`config.mk`:
```
export PLATFORM = sky130hd
export DESIGN_NAME = reg_writeback_arbiter
export DESIGN_NICKNAME = d
export VERILOG_FILES = /design/src/rtl/reg_writeback_arbiter.sv
export SDC_FILE = /design/constraint.sdc
export NUM_CORES = 1
export LEC_CHECK = 0
export BUFFER_PORTS_ARGS = -buffer_cell sky130_fd_sc_hd__buf_2
export CORE_MARGIN = 2
export CORE_UTILIZATION = 50
export CTS_BUF_LIST = sky130_fd_sc_hd__clkbuf_8
export DETAILED_ROUTE_END_ITERATION = 8
export GPL_TIMING_DRIVEN = 1
export PLACE_DENSITY = 0.73
export SLEW_MARGIN = 5
export SYNTH_ARGS = -nofsm -noshare
export SYNTH_HDL_FRONTEND = slang
export SYNTH_SLANG_ARGS = --single-unit
```
`constraint.sdc`:
```
create_clock -name CLK -period 2.9 [get_ports CLK]
set_input_delay 0.58 -clock CLK [delete_from_list [all_inputs] [get_ports CLK]]
set_output_delay 0.58 -clock CLK [all_outputs]
set_load 0.01 [all_outputs]
```
`src/rtl/reg_writeback_arbiter.sv`:
```
// reg_writeback_arbiter
//   Write-back stage in front of the register file, and the only driver of its
//   A3/WD3/WE3 write port. It merges single-cycle ALU results with load data
//   that the data cache returns after a variable delay. Outstanding loads are
//   kept in order in a small pending FIFO, and each returned word is sign- or
//   zero-extended for its load type before it is written. Source registers
//   A1/A2 are compared against every write still pending so that decode can
//   stall on a read-after-write hazard.
//
// Ports
//   CLK, RST                  clock (rising edge), async active-low reset
//   alu_valid/alu_rd/alu_result   single-cycle ALU result
//   ld_issue/ld_rd/ld_funct3/ld_addr_lo   load issued to the cache
//   mem_ready/mem_rdata       cache data for the oldest outstanding load
//   A1, A2                    decode source registers
//   A3, WD3, WE3              registered register-file write port
//   stall                     upstream must not issue next cycle
//   hazard1, hazard2          A1/A2 have a pending write (combinational)
//   err                       sticky protocol-violation flag
module reg_writeback_arbiter #(
    parameter int DEPTH = 4,
    parameter int AW    = 5,
    parameter int DW    = 32
) (
    input  logic          CLK,
    input  logic          RST,
    input  logic          alu_valid,
    input  logic [AW-1:0] alu_rd,
    input  logic [DW-1:0] alu_result,
    input  logic          ld_issue,
    input  logic [AW-1:0] ld_rd,
    input  logic [2:0]    ld_funct3,
    input  logic [1:0]    ld_addr_lo,
    input  logic          mem_ready,
    input  logic [DW-1:0] mem_rdata,
    input  logic [AW-1:0] A1,
    input  logic [AW-1:0] A2,
    output logic [AW-1:0] A3,
    output logic [DW-1:0] WD3,
    output logic          WE3,
    output logic          stall,
    output logic          hazard1,
    output logic          hazard2,
    output logic          err
);

    localparam int PW = (DEPTH > 1) ? $clog2(DEPTH) : 1;
    localparam int CW = $clog2(DEPTH + 1);

    // Pending-load FIFO storage
    logic [AW-1:0] fifo_rd_q [DEPTH];
    logic [AW-1:0] fifo_rd_d [DEPTH];
    logic [2:0]    fifo_f3_q [DEPTH];
    logic [2:0]    fifo_f3_d [DEPTH];
    logic [1:0]    fifo_lo_q [DEPTH];
    logic [1:0]    fifo_lo_d [DEPTH];
    logic [PW-1:0] wr_ptr_q, wr_ptr_d;
    logic [PW-1:0] rd_ptr_q, rd_ptr_d;
    logic [CW-1:0] count_q, count_d;

    // One-entry hold for an ALU result that lost arbitration
    logic          hold_valid_q, hold_valid_d;
    logic [AW-1:0] hold_rd_q, hold_rd_d;
    logic [DW-1:0] hold_data_q, hold_data_d;

    logic [AW-1:0] a3_q, a3_d;
    logic [DW-1:0] wd3_q, wd3_d;
    logic          we3_q, we3_d;
    logic          stall_q, stall_d;
    logic          err_q, err_d;

    logic          pop;
    logic          push;
    logic          full;
    logic [AW-1:0] head_rd;
    logic [DW-1:0] ld_data;

    function automatic logic [DW-1:0] extend_load(input logic [DW-1:0] word,
                                                  input logic [2:0]    f3,
                                                  input logic [1:0]    lo);
        logic [7:0]    lane_b;
        logic [15:0]   lane_h;
        logic [DW-1:0] res;
        lane_b = word[{lo, 3'b000} +: 8];
        lane_h = lo[1] ? word[31:16] : word[15:0];
        case (f3)
            3'b000:  res = {{(DW-8){lane_b[7]}}, lane_b};
            3'b100:  res = {{(DW-8){1'b0}}, lane_b};
            3'b001:  res = {{(DW-16){lane_h[15]}}, lane_h};
            3'b101:  res = {{(DW-16){1'b0}}, lane_h};
            default: res = word;
        endcase
        return res;
    endfunction

    always_comb begin
        fifo_rd_d    = fifo_rd_q;
        fifo_f3_d    = fifo_f3_q;
        fifo_lo_d    = fifo_lo_q;
        wr_ptr_d     = wr_ptr_q;
        rd_ptr_d     = rd_ptr_q;
        hold_valid_d = hold_valid_q;
        hold_rd_d    = hold_rd_q;
        hold_data_d  = hold_data_q;
        a3_d         = a3_q;
        wd3_d        = wd3_q;
        we3_d        = 1'b0;

        full    = (count_q == CW'(DEPTH));
        // An empty FIFO is never popped, even when a push lands in the same
        // cycle: that response cannot belong to the load being issued now.
        pop     = mem_ready && (count_q != '0);
        push    = ld_issue && (!full || pop);
        head_rd = fifo_rd_q[rd_ptr_q];
        ld_data = extend_load(mem_rdata, fifo_f3_q[rd_ptr_q], fifo_lo_q[rd_ptr_q]);

        err_d = err_q
              | (mem_ready && (count_q == '0))
              | (ld_issue && full && !pop);

        if (pop) begin
            rd_ptr_d = rd_ptr_q + PW'(1);
            if (head_rd != '0) begin
                we3_d = 1'b1;
                a3_d  = head_rd;
                wd3_d = ld_data;
            end
            if (alu_valid) begin
                if (hold_valid_q) begin
                    err_d = 1'b1;
                end else begin
                    hold_valid_d = 1'b1;
                    hold_rd_d    = alu_rd;
                    hold_data_d  = alu_result;
                end
            end
        end else if (hold_valid_q) begin
            // Hold drains this cycle, so a new ALU result can take its place.
            hold_valid_d = 1'b0;
            if (hold_rd_q != '0) begin
                we3_d = 1'b1;
                a3_d  = hold_rd_q;
                wd3_d = hold_data_q;
            end
            if (alu_valid) begin
                hold_valid_d = 1'b1;
                hold_rd_d    = alu_rd;
                hold_data_d  = alu_result;
            end
        end else if (alu_valid && (alu_rd != '0)) begin
            we3_d = 1'b1;
            a3_d  = alu_rd;
            wd3_d = alu_result;
        end

        if (push) begin
            fifo_rd_d[wr_ptr_q] = ld_rd;
            fifo_f3_d[wr_ptr_q] = ld_funct3;
            fifo_lo_d[wr_ptr_q] = ld_addr_lo;
            wr_ptr_d            = wr_ptr_q + PW'(1);
        end

        count_d = count_q + CW'(push) - CW'(pop);
        stall_d = (count_d == CW'(DEPTH)) || hold_valid_d;
    end

    // Hazard scan walks the live window starting at the head, so the entry
    // being popped this cycle is still counted.
    always_comb begin
        logic [PW-1:0] idx;
        hazard1 = 1'b0;
        hazard2 = 1'b0;
        idx     = '0;
        for (int k = 0; k < DEPTH; k++) begin
            idx = rd_ptr_q + PW'(k);
            if (CW'(k) < count_q) begin
                if (fifo_rd_q[idx] == A1) hazard1 = 1'b1;
                if (fifo_rd_q[idx] == A2) hazard2 = 1'b1;
            end
        end
        if (hold_valid_q && (hold_rd_q == A1)) hazard1 = 1'b1;
        if (hold_valid_q && (hold_rd_q == A2)) hazard2 = 1'b1;
        if (A1 == '0) hazard1 = 1'b0;
        if (A2 == '0) hazard2 = 1'b0;
    end

    always_ff @(posedge CLK or negedge RST) begin
        if (!RST) begin
            for (int i = 0; i < DEPTH; i++) begin
                fifo_rd_q[i] <= '0;
                fifo_f3_q[i] <= '0;
                fifo_lo_q[i] <= '0;
            end
            wr_ptr_q     <= '0;
            rd_ptr_q     <= '0;
            count_q      <= '0;
            hold_valid_q <= 1'b0;
            hold_rd_q    <= '0;
            hold_data_q  <= '0;
            a3_q         <= '0;
            wd3_q        <= '0;
            we3_q        <= 1'b0;
            stall_q      <= 1'b0;
            err_q        <= 1'b0;
        end else begin
            fifo_rd_q    <= fifo_rd_d;
            fifo_f3_q    <= fifo_f3_d;
            fifo_lo_q    <= fifo_lo_d;
            wr_ptr_q     <= wr_ptr_d;
            rd_ptr_q     <= rd_ptr_d;
            count_q      <= count_d;
            hold_valid_q <= hold_valid_d;
            hold_rd_q    <= hold_rd_d;
            hold_data_q  <= hold_data_d;
            a3_q         <= a3_d;
            wd3_q        <= wd3_d;
            we3_q        <= we3_d;
            stall_q      <= stall_d;
            err_q        <= err_d;
        end
    end

    assign A3    = a3_q;
    assign WD3   = wd3_q;
    assign WE3   = we3_q;
    assign stall = stall_q;
    assign err   = err_q;

endmodule

```
Word level (Yosys, flattened, before mapping) --
Index checks and enable logic that the tools add are counted.
Word-level totals: bits in registers 125, input port bits 94, output and inout bits 42
Operators by class: add/subtract/negate cells 6, $lt $le $gt $ge 10, equal/unequal tests 20, shift-type cells 1, multiplexer cells 81, bitwise operators 7, reductions and logical operators 25
Operators with widths (count):
- 32-bit 2-to-1 mux | 10
- 32-bit one-hot mux with 4 select lines | 1
- 5-bit 2-to-1 mux | 19
- 5-bit == test | 10
- 5-bit binary-select mux with 2-bit select | 4
- 1-bit 2-to-1 mux | 32
- 32-bit by 6-bit indexed part select with 8-bit output | 1
- 20-bit bitwise mux | 1
- 16-bit 2-to-1 mux | 1
- 3-bit >= comparator, second input constant | 5
- 2-bit inverter with 3-bit output | 5
- 5-bit nonzero test | 3
- 12-bit bitwise mux | 1
- 3-bit == test, second input constant | 4
- 5-bit demux with 2-bit select | 1
- 5-bit logical NOT | 2
- 1-bit logical AND | 9
- 3-bit 2-to-1 mux | 3
- 8-bit bitwise mux | 1
- 3-bit binary-select mux with 2-bit select | 1
- 3-bit demux with 2-bit select | 1
- 3-bit logical NOT | 2
- 1-bit by 3-bit < comparator with 1-bit output, first input constant | 2
- 2-bit by 3-bit < comparator with 1-bit output, first input constant | 2
- other kinds (19) | 29

Logic depth before layout (Yosys ltp) --
Gate-level depths: netlist of the first run.
depth in word-level cells 15, gate-level depth with buffers 11, mapped depth without buffers 10

Least setup slack after synthesis of the first run --
Ideal clock, no wire load.
path type register to register, start point register count_q[0], end point register hold_data_q[17], setup time 0.125 ns, data arrival time 2.694 ns, data required time 2.775 ns, path slack 0.081 ns, cell stages (with the launch flop) 8, buffers on the path 3, period minus slack after synthesis 2.819 ns, cell sequence dfrtp_1 o31ai_2 clkbuf_1 clkbuf_1 ha_1 o21ai_1 buf_2 mux2_2
Between the ends: word-level cells in the longest chain between the ends 4, elaborated cells on any way between the ends 7, classes of those cells eq/ne (2); mux (1); reduce/logical (4)
Ends and longest elaborated chain:
- start, declared | RTL line 59 | logic [CW-1:0] count_q, count_d;
- start signal, assigned | RTL line 211 | count_q <= count_d;
- 3-bit nonzero test * | RTL line 112 | pop = mem_ready && (count_q != '0);
- 1-bit logical AND * | RTL line 112
- 2-bit inequality test (no line) or 2-bit nonzero test (tied branches)
- 4-bit AND reduction (no line)
- end signal, assigned | RTL line 214 | hold_data_q <= hold_data_d;
- end, declared | RTL line 64 | logic [DW-1:0] hold_data_q, hold_data_d;
Every way passes the cells marked *; elsewhere a longest branch is shown, timed or not. A chain may end at the register's enable or synchronous reset.

Final worst setup path of the first run --
start point register rd_ptr_q[0], end point output hazard1
Between the ends: word-level cells in the longest chain between the ends 15, elaborated cells on any way between the ends 33, classes of those cells add/sub (3); eq/ne (4); mux (22); bitwise (4)
Ends and longest elaborated chain:
- start, declared | RTL line 58 | logic [PW-1:0] rd_ptr_q, rd_ptr_d;
- start signal, assigned | RTL line 210 | rd_ptr_q <= rd_ptr_d;
- branches (longest 12 deep; another with 2-bit by 1-bit adder with 2-bit output)
- 1-bit 2-to-1 mux * | RTL line 176 | if (CW'(k) < count_q) begin
- 1-bit 2-to-1 mux * | RTL line 181 | if (hold_valid_q && (hold_rd_q == A1)) hazard1 = 1'b1;
- 1-bit 2-to-1 mux * | RTL line 183 | if (A1 == '0) hazard1 = 1'b0;
- end, declared | RTL line 42 | output logic hazard1,
Every way passes the cells marked *. The select of a mux whose other input is x is not followed.

==> reports/results.ini, run 1 <==
[clock_network]
cell_at_the_root_of_the_clock_tree=sky130_fd_sc_hd__clkbuf_8
post_cts_hold_buffer_count=0
cts-htree-levels=4
worst_skew_pair.late_latency_ps=440
cts_buffers=17
worst_setup_hold_path_clk_slew_ps=70
maximum_clock_path_buffer_count=2
tritoncts_clock_tree=yes
clock_sinks=125

[critical_path]
path_max_fanout=7
r2r_slack_ps=180
cp_top_family=multiplexers
worst_path_max_delay_cell=sky130_fd_sc_hd__mux4_2
endpoint_kind=output pin
r2r-start=rd_ptr_q[1]
cp_num_buf_inv=4
r2r_end=WD3[27]
critical_path.startpoint=rd_ptr_q[0]
cp_data_required_time_ps=2320
slowest_delay_ps=580
timing.setup.critical_path_class=reg2out
critPathCapture=hazard1
path_cells=buf_12 > mux4_2 > buf_4 > inv_1 > a221oi_1 > a211oi_2 > a21oi_1 > buf_2
worstSetupStartpointType=flip-flop
worstPathArrival_ps=2450
worst_r2r_path_depth=7
number_of_logic_stages_on_the_critical_path_including_buffering=8

[power_and_ir_drop]
p_leak_nw=4.01
ir_drop_mv=0.754
power.switching_mw=4.96
power_per_cell_area_nw_per_um2=1290
seqPwrFrac_pct=29.0
power.share.switching_pct=42.3
pwr-share-comb_pct=58.8
clkPwrFrac_pct=12.2
power_mw=11.7
p_int_mw=6.77

[synth]
synthesized_area_fraction_occupied_by_xor_and_xnor_cells_pct=6.41
synth_top_family_by_area=multiplexers
postSynthRegisterBits=125
dominantRegCellSynth=sky130_fd_sc_hd__dfrtp_1
postSynthCellCount=672
post_synth_fa_ha_maj_area_fraction_pct=2.10
cell_types_with_the_highest_counts_after_synthesis=sky130_fd_sc_hd__dfrtp_1, sky130_fd_sc_hd__mux2_2, sky130_fd_sc_hd__a21oi_1
post_synth_cell_types=48
synth-compound-area-share_pct=11.6
synth_top_cells_by_area=sky130_fd_sc_hd__dfrtp_1, sky130_fd_sc_hd__mux2_2, sky130_fd_sc_hd__mux2i_1
synth_edf_count=0
synthesis.area_sq_um=7370
post-synth-top-area-fraction_pct=42.4
synthesis.area_per_instance_sq_um=11.0
ys_warn_count=0
most_repeated_cell_in_the_gate_level_netlist_after_synthesis=sky130_fd_sc_hd__dfrtp_1
synth_fp_nets=777
synth_seq_area_share_pct=42.4
yosys.area.top_type=sky130_fd_sc_hd__dfrtp_1
post_synth_mux_area_share_pct=26.7
yosys.area_share.simple_pct=6.80
asyncSetResetFlopFracSynth_pct=100

[floorplan]
chipHeight_microns=125
initial_core_util_pct=50.9
floorplan.rows=44
design.die.area_sq_um=15700
coreArea_sq_um=14500
design.portCount=136
die_w_microns=125

[detailed_routing]
routed_wirelength_microns=20400
wire_per_inst_microns=20.1
drt-pass1-iter-count=5
drt_drc_violations_left=0
drt_iter0_drc=400
detail_route.vias_per_cell=5.91
vias=5991
ant_nets=0

[timing]
rsz0062_at_grt=true
max_freq_mhz=330
total_count_of_hold_check_failures_in_the_final_report=0
finalSetupViolations=2
worst_slew_pin_slew_ps=804
max-slew-margin-rel_pct=46.4
fin_hold_ws_ps=223
worst_slack_ps=-134
tns_ps=-223
worst_clock_skew_ps=12.3
layout_worst_path_cycle_share_pct=105
maxSlewViolCount=0
final_period_minus_worst_setup_slack_ps=3030

[global_routing]
aggregate_global_route_resource_usage_pct=26.1
met1_usage_pct=35.4
antenna_found_initial=0
maximum_number_of_pins_on_one_net_before_global_route_repair=62
grt_first_pass_wirelength_microns=32500
via_count_of_the_first_global_routing_pass=6208
global_route.peak_usage_layer=met2
use_met2_pct=41.8
gr-total-overflow=0
met3_usage_in_global_routing_pct=5.05

[final_layout]
nFillCells=1151
area.sequential_sq_um=3130
antenna_cells_inserted=0
post-route-util_pct=62.7
multi_input_comb_area_sq_um=4250
area_delta_synth_final_pct=23.1
finish.net_count=923
drive_above_1_share_pct=42.1

[placement]
place.gp.congestion=0.927
io_buffer_count=135
detailedPlacementHpwl_microns=15000

[flow_run]
maxCapViolCount=0

[run_status]
violations=setup timing
run_status=complete, but fails checks

[worst_hold_path]
min-delay-path-class=in2async

[layer usage]
metal / part of all wire (%) / vias to the layer above
met1: 44 / 2975
li1: - / 2744
met4: 2.8 / 0
met2: 48 / 229
met5: 0 / -
met3: 5.7 / 43
[worst reg2reg max path: cells and delay by family, from the launching register on]
kind                   cells  cell delay [ps]
AO/OA/AOI/OAI              2              600
buffers and inverters      3              580
flip-flops                 1              460
multiplexers               2              940
[how the worst min path moves through the flow]
stage	depth (start not counted)	endpoint	from	slack, ps
after detailed placement	1	err	err	460
after CTS	1	hold_data_q[26]	RST	250
final	1	hold_data_q[3]	RST	220
after global routing	1	hold_data_q[26]	RST	280
after floorplan	0	A3[0]	RST	280
after global placement	2	WD3[0]	WD3[0]	460
[power groups by stage]
stage                     clock, mW  combinational [mW]  sequential, mW
final                          1.44                6.90            3.40
after global routing           1.55                7.40            3.52
after CTS                      1.47                6.62            3.36
after detailed placement          0                6.07            3.31
after global placement            0                5.90            3.23
after floorplan                   0                4.41            3.24
[sequential cells by signal, summed over array words and instances (netlist names)]
register / count
A3: 5
WD3: 32
WE3: 1
count_q: 3
err: 1
fifo_f3_q: 12
fifo_lo_q: 8
fifo_rd_q: 20
hold_data_q: 32
hold_rd_q: 5
hold_valid_q: 1
rd_ptr_q: 2
stall: 1
wr_ptr_q: 2
[metrics by stage]
| step | instance area (sq um) | setup WS [ps] | instances |
|---|---|---|---|
| 2_1_floorplan | 7370 | 81.1 | 672 |
| 3_3_place_gp | 8260 | 180 | 969 |
| 3_5_place_dp | 8260 | 154 | 969 |
| 4_1_cts | 8920 | -127 | 1008 |
| 5_1_grt | 9080 | -225 | 1013 |
| 6_report | 9080 | -134 | 1013 |
[cell usage in the layout, fill, tap and decap left out, types with 7 or more instances in the layout]
cell type / synthesis / final
sky130_fd_sc_hd__a21oi_1: 66 / 64
sky130_fd_sc_hd__a22oi_1: 8 / 8
sky130_fd_sc_hd__a31oi_1: 18 / 18
sky130_fd_sc_hd__buf_2: 5 / 134
sky130_fd_sc_hd__buf_4: 4 / 30
sky130_fd_sc_hd__clkbuf_8: 0 / 19
sky130_fd_sc_hd__dfrtp_1: 125 / 122
sky130_fd_sc_hd__ha_1: 10 / 10
sky130_fd_sc_hd__inv_1: 13 / 16
sky130_fd_sc_hd__mux2_2: 95 / 90
sky130_fd_sc_hd__mux2i_1: 63 / 41
sky130_fd_sc_hd__mux2i_2: 0 / 10
sky130_fd_sc_hd__mux2i_4: 0 / 12
sky130_fd_sc_hd__mux4_2: 10 / 10
sky130_fd_sc_hd__nand2_1: 27 / 27
sky130_fd_sc_hd__nor2_1: 52 / 52
sky130_fd_sc_hd__nor3_1: 10 / 8
sky130_fd_sc_hd__o21ai_0: 17 / 16
sky130_fd_sc_hd__o221ai_1: 7 / 7
sky130_fd_sc_hd__xnor2_1: 35 / 33
sky130_fd_sc_hd__xor2_1: 19 / 18
[area by class of cell]
cell class	instances	area share (%)
Clock buffer	19	2.88
Clock inverter	11	1.14
Inverter	15	0.634
Multi-Input combinational cell	488	46.7
Sequential cell	125	34.5
Tap cell	184	2.54
Timing Repair Buffer	171	11.6
[what timing repair did]
item / in CTS / in global routing
resized for setup: 41 / 19
cloned: 2 / 0
pin swaps: 2 / 10
endpoints found under the setup margin: 2 / 3
buffers inserted: 7 / 5
[cells by family after synthesis]
family                   Yosys count
XOR/XNOR                          54
AND/OR/NAND/NOR                  111
flip-flops                       125
buffers and inverters             59
adder cells (fa/ha/maj)           12
multiplexers                     172
AO/OA/AOI/OAI                    139
Power figures use the tool's default switching activity.
==> inputs of run 2 (changes only) <==
==> constraint.sdc (replaced) <==
create_clock -name CLK -period 2.9 [get_ports CLK]
set_input_delay 0.145 -clock CLK [delete_from_list [all_inputs] [get_ports CLK]]
set_output_delay 0.145 -clock CLK [all_outputs]
set_load 0.01 [all_outputs]
==> run 2 against run 1 <==
The run now ends clean. Clock power up 8%. Utilization up 0.22 points. Critical path depth up 2. Maximum frequency rose by 9.2%. Cell area up 0.36%. Count of clock-buffer cells in the layout is 1 lower. Register-to-register slack improved by 30 ps. Largest cell class unchanged. Highest routed layer unchanged.
==> reports/results.ini, run 2 (same netlist as run 1, synthesis figures left out) <==
[timing]
maxSlewViolCount=0
layout_worst_path_cycle_share_pct=95.8
finalSetupViolations=0
fin_hold_ws_ps=18.3
rsz0062_at_grt=true
final_period_minus_worst_setup_slack_ps=2780
tns_ps=0
max_freq_mhz=360
worst_slew_pin_slew_ps=1220
total_count_of_hold_check_failures_in_the_final_report=0
worst_clock_skew_ps=11.3
max-slew-margin-rel_pct=18.5

[critical_path]
worst_path_max_delay_cell=sky130_fd_sc_hd__mux2_2
path_max_fanout=32
critical_path.startpoint=rd_ptr_q[1]
number_of_logic_stages_on_the_critical_path_including_buffering=10
endpoint_kind=output pin
slowest_delay_ps=410
timing.setup.critical_path_class=reg2out
cp_data_required_time_ps=2760
worstPathArrival_ps=2630
worst_r2r_path_depth=10
path_cells=buf_12 > mux2_2 > mux2i_1 > buf_4 > xor2_1 > nand4_1 > nor3_1 > nor4_1 > a21oi_1 > buf_2
r2r_slack_ps=210
critPathCapture=hazard2
r2r_end=stall
cp_top_family=multiplexers
r2r-start=count_q[2]
worstSetupStartpointType=flip-flop
cp_num_buf_inv=3

[clock_network]
cell_at_the_root_of_the_clock_tree=sky130_fd_sc_hd__clkbuf_8
cts_buffers=17
tritoncts_clock_tree=yes
maximum_clock_path_buffer_count=2
clock_sinks=125
worst_setup_hold_path_clk_slew_ps=70
cts-htree-levels=4
worst_skew_pair.late_latency_ps=440
post_cts_buffers=0

[placement]
place.gp.congestion=0.903
io_buffer_count=135
detailedPlacementHpwl_microns=15100
placedInstanceArea_sq_um=8210

[power_and_ir_drop]
power_mw=11.0
power.switching_mw=4.69
ir_drop_mv=0.756
power.share.switching_pct=42.6
seqPwrFrac_pct=30.6
power_per_cell_area_nw_per_um2=1210
pwr-share-comb_pct=55.3
clkPwrFrac_pct=14.1
p_leak_nw=4.05
p_int_mw=6.31

[detailed_routing]
detail_route.vias_per_cell=5.83
drt_drc_violations_left=0
routed_wirelength_microns=20900
vias=6072
ant_nets=0
drt-pass1-iter-count=5
wire_per_inst_microns=20.1
drt_iter0_drc=355

[final_layout]
finish.net_count=951
drive_above_1_share_pct=35.0
post-route-cell-area_sq_um=9110
final_cell_mix=sky130_fd_sc_hd__buf_2, sky130_fd_sc_hd__dfrtp_1, sky130_fd_sc_hd__mux2_2
area_delta_synth_final_pct=23.6
nFillCells=1167
mostFrequentLayoutCell=sky130_fd_sc_hd__buf_2
antenna_cells_inserted=0

[global_routing]
via_count_of_the_first_global_routing_pass=6294
grt_first_pass_wirelength_microns=33500
gr-total-overflow=0
aggregate_global_route_resource_usage_pct=27.0
maximum_number_of_pins_on_one_net_before_global_route_repair=59
antenna_found_initial=0

[floorplan]
coreArea_sq_um=14500
design.portCount=136
floorplan.rows=44
design.die.area_sq_um=15700
initial_core_util_pct=50.9
chipHeight_microns=125
die_w_microns=125

[flow_run]
maxCapViolCount=0

[run_status]
run_status=finished clean

[worst_hold_path]
min-delay-path-class=in2reg
min_from=ld_rd[3]

[run 2: through the flow]
step           setup WS (ps)  util (%)  std cells
4_1_cts                  110      62.8       1042
5_1_grt                -2.16      62.9       1042
3_3_place_gp             371      56.7        962
3_5_place_dp             231      56.7        962
6_report                 121      62.9       1042
2_1_floorplan           81.1         -        672
[run 2: worst reg2reg max path, delay by kind of cell (launching register included)]
kind	cells	cell delay, ps
and+or+nand+nor	3	630
buffers and inverters	3	340
AOI/OAI and AO/OA	1	180
DFF	1	460
adders and majority gates	3	980
[run 2: area by class of cell]
class,count,area [sq um],area share (%)
multi-input cells,488,3990,43.8
well taps,184,230,2.53
clock buffers,18,248,2.72
clock inverters,13,150,1.65
flip-flops and latches,125,3130,34.3
repair buffers,199,1310,14.3
inverters,15,56.3,0.618
[run 2: how the worst min path moves through the flow]
| stage | to | slack (ps) | cells past startpoint |
|---|---|---|---|
| finish | fifo_rd_q[13] | 20 | 2 |
| global route | fifo_rd_q[13] | 10 | 2 |
| CTS | fifo_rd_q[13] | 3 | 2 |
| detailed placement | err | 260 | 1 |
| global placement | count_q[1] | 250 | 1 |
| floorplan | A3[0] | -150 | 0 |
[run 2: metal layers]
layer	GRT usage [%]	vias to the layer above	routed length, microns
met1	36.7	3021	9130
met2	44.3	229	10200
met4	7.78	0	354
met5	0	-	0
li1	-	2791	-
met3	5.48	31	1210
[run 2: power groups by stage]
stage | sequential, mW | clock [mW] | combinational (mW)
5_1_grt | 3.47 | 1.66 | 6.60
3_5_place_dp | 3.36 | 0 | 5.93
2_1_floorplan | 3.24 | 0 | 4.41
3_3_place_gp | 3.29 | 0 | 5.77
6_report | 3.37 | 1.55 | 6.08
4_1_cts | 3.34 | 1.57 | 6.01
[run 2: what timing repair did]
action / in CTS / in global routing
hold buffers: 49 / 0
endpoints found under the setup margin: 0 / 3
hold endpoints to repair: 127 / 0
resized for setup: 0 / 5
==> inputs of run 3 (changes only) <==
Settings changed: ABC_AREA set to 1, PLACE_DENSITY 0.73 to 0.72, TNS_END_PERCENT set to 100.
==> run 3 against run 2 <==
Critical path type unchanged. Cell count is 52% higher. Area after synthesis grew 12%. Critical endpoint is now hazard1. Worst setup slack improved by 110 ps. Largest power group unchanged.
==> reports/results.ini, run 3 <==
[synth]
dominantRegCellSynth=sky130_fd_sc_hd__dfrtp_1
ys_warn_count=0
post_synth_cell_types=42
synth_fp_nets=1298
synthesis.area_per_instance_sq_um=6.90
postSynthRegisterBits=125
post_synth_mux_area_share_pct=2.19
synth_edf_count=0
synth-compound-area-share_pct=14.5
most_repeated_cell_in_the_gate_level_netlist_after_synthesis=sky130_fd_sc_hd__nand2_1
synth_seq_area_share_pct=38.0
asyncSetResetFlopFracSynth_pct=100
cell_types_with_the_highest_counts_after_synthesis=sky130_fd_sc_hd__nand2_1, sky130_fd_sc_hd__dfrtp_1, sky130_fd_sc_hd__nand3_1
synthesis.area_sq_um=8230
postSynthCellCount=1193
post-synth-top-area-fraction_pct=38.0
yosys.area.top_type=sky130_fd_sc_hd__dfrtp_1
synthesized_area_fraction_occupied_by_xor_and_xnor_cells_pct=0.319
synth_top_cells_by_area=sky130_fd_sc_hd__dfrtp_1, sky130_fd_sc_hd__nand2_1, sky130_fd_sc_hd__nand3_1
yosys.area_share.simple_pct=33.9
synth_top_family_by_area=simple AND/OR/NAND/NOR gates
post_synth_fa_ha_maj_area_fraction_pct=1.76

[placement]
detailedPlacementHpwl_microns=17300
io_buffer_count=135
place.gp.congestion=0.933

[timing]
max_freq_mhz=375
worst_slew_pin_slew_ps=693
total_count_of_hold_check_failures_in_the_final_report=0
final_period_minus_worst_setup_slack_ps=2670
tns_ps=0
finalSetupViolations=0
rsz0062_at_grt=false
worst_clock_skew_ps=18.1
maxSlewViolCount=0
layout_worst_path_cycle_share_pct=92.0
max-slew-margin-rel_pct=53.8

[final_layout]
multi_input_comb_area_sq_um=4350
finish.net_count=1463
mostFrequentLayoutCell=sky130_fd_sc_hd__nand2_1
antenna_cells_inserted=0
drive_above_1_share_pct=18.4
area.sequential_sq_um=3130
nFillCells=1489
area_delta_synth_final_pct=20.8
final_cell_mix=sky130_fd_sc_hd__nand2_1, sky130_fd_sc_hd__buf_2, sky130_fd_sc_hd__dfrtp_1

[critical_path]
timing.setup.critical_path_class=reg2out
endpoint_kind=output pin
path_max_fanout=10
worst_r2r_path_depth=11
r2r_end=WD3[14]
worstPathArrival_ps=2520
r2r-start=rd_ptr_q[1]
r2r_slack_ps=510
worstSetupStartpointType=flip-flop
cp_data_required_time_ps=2760

[floorplan]
initial_core_util_pct=51.4
design.portCount=136
chipHeight_microns=132
floorplan.rows=46
coreArea_sq_um=16000
die_w_microns=132
design.die.area_sq_um=17500

[worst_hold_path]
min-delay-path-class=in2reg
worstHoldEndpoint=WD3[17]
hold_path_depth=5
min_from=mem_rdata[17]

[detailed_routing]
detail_route.vias_per_cell=5.31
wire_per_inst_microns=15.3
drt_iter0_drc=803
vias=8423
routed_wirelength_microns=24300
ant_nets=0
drt_drc_violations_left=0
drt-pass1-iter-count=7

[clock_network]
clock_sinks=125
worst_skew_pair.late_latency_ps=470
cts_buffers=17
maximum_clock_path_buffer_count=2
post_cts_buffers=0
worst_setup_hold_path_clk_slew_ps=80
cts-htree-levels=4
cell_at_the_root_of_the_clock_tree=sky130_fd_sc_hd__clkbuf_8
tritoncts_clock_tree=yes

[power_and_ir_drop]
power_mw=11.8
power_per_cell_area_nw_per_um2=1190
p_leak_nw=5.18
ir_drop_mv=0.557

[global_routing]
maximum_number_of_pins_on_one_net_before_global_route_repair=64
antenna_found_initial=1
aggregate_global_route_resource_usage_pct=27.9
via_count_of_the_first_global_routing_pass=7652
grt_first_pass_wirelength_microns=38900
gr-total-overflow=0

[flow_run]
maxCapViolCount=0

[run_status]
run_status=finished clean

-- run 3: changes by cell type in the layout (fill, tap and decap cells not counted), moves of 17 or more --
cell,before,now
sky130_fd_sc_hd__nand2_1,27,393
sky130_fd_sc_hd__nand3_1,1,110
sky130_fd_sc_hd__inv_1,14,104
sky130_fd_sc_hd__mux2_2,95,16
sky130_fd_sc_hd__o21ai_0,17,86
sky130_fd_sc_hd__mux2i_1,60,0
sky130_fd_sc_hd__nor2_1,52,103
sky130_fd_sc_hd__xnor2_1,35,1
sky130_fd_sc_hd__a21oi_1,66,91
sky130_fd_sc_hd__a31oi_1,18,0
sky130_fd_sc_hd__xor2_1,19,2
-- run 3: repair_timing --
| item | 4_1_cts | 5_1_grt |
|---|---|---|
| setup endpoints to repair | 0 | 2 |
| hold endpoints to repair | 117 | 0 |
| hold buffers | 49 | 0 |
| resized for setup | 0 | 5 |
-- run 3: area by class of cell --
cell class | instances | area share (%)
multi-input combinational | 898 | 43.8
sequential | 125 | 31.5
timing repair buffer | 203 | 13.6
inverter | 113 | 4.37
tap | 216 | 2.72
clock buffer | 17 | 2.35
clock inverter | 15 | 1.65
-- run 3: metal layers --
layer	part of all wire, %	vias up	GRT usage (%)
met5	0.033	-	0
met4	2.3	2	8.36
met3	7.2	47	6.07
met2	45	370	44.0
met1	45	3825	38.6
li1	-	4179	-
-- run 3: power breakdown --
part / internal, mW / switching, mW
registers: 2.64 / 0.627
clock network: 0.776 / 0.786
logic: 2.43 / 4.57
total: 5.85 / 5.98
-- run 3: cell families (layout without fill, tap and decap cells) --
kind of cell	Yosys count	in the layout
muxes	16	16
buffers and inverters	170	348
and+or+nand+nor	650	650
xor gates and xnor gates	3	3
DFF	125	125
adders and majority gates	11	11
AOI/OAI and AO/OA	218	218
-- run 3: critical path: stages (launching register included) --
cell and delay (ps):
sky130_fd_sc_hd__dfrtp_1 510, sky130_fd_sc_hd__buf_4 280, sky130_fd_sc_hd__nand2_4 90, sky130_fd_sc_hd__nand2_2 200, sky130_fd_sc_hd__buf_4 210, sky130_fd_sc_hd__nand2_1 80, sky130_fd_sc_hd__nand3_1 80, sky130_fd_sc_hd__nand2_1 60
sky130_fd_sc_hd__nor2_1 100, sky130_fd_sc_hd__nand3_1 100, sky130_fd_sc_hd__nand3_1 90, sky130_fd_sc_hd__nor2_1 50, sky130_fd_sc_hd__nor2_1 80, sky130_fd_sc_hd__buf_2 130
-- run 3: through the flow --
step	hold slack [ps]	setup WS, ps	cells	util [%]	area (sq um)
after detailed placement	175	534	1506	56.5	9040
after global placement	175	571	1506	56.5	9040
final	31.0	231	1587	62.1	9940
after floorplan	-151	571	1193	-	8230
after CTS	3.29	84.8	1587	62.0	9930
after global routing	26.5	18.6	1587	62.1	9940
-- run 3: how the worst max path moves through the flow --
stage                           start  endpoint  slack [ps]  cells past startpoint
final                     rd_ptr_q[1]   hazard1         230                     13
after floorplan            count_q[0]     stall         570                     12
after detailed placement  rd_ptr_q[1]   WD3[14]         530                     11
after global placement    rd_ptr_q[0]   WD3[22]         570                     12
after global routing      rd_ptr_q[1]   hazard2          20                     13
after CTS                 rd_ptr_q[0]   hazard1          80                     13
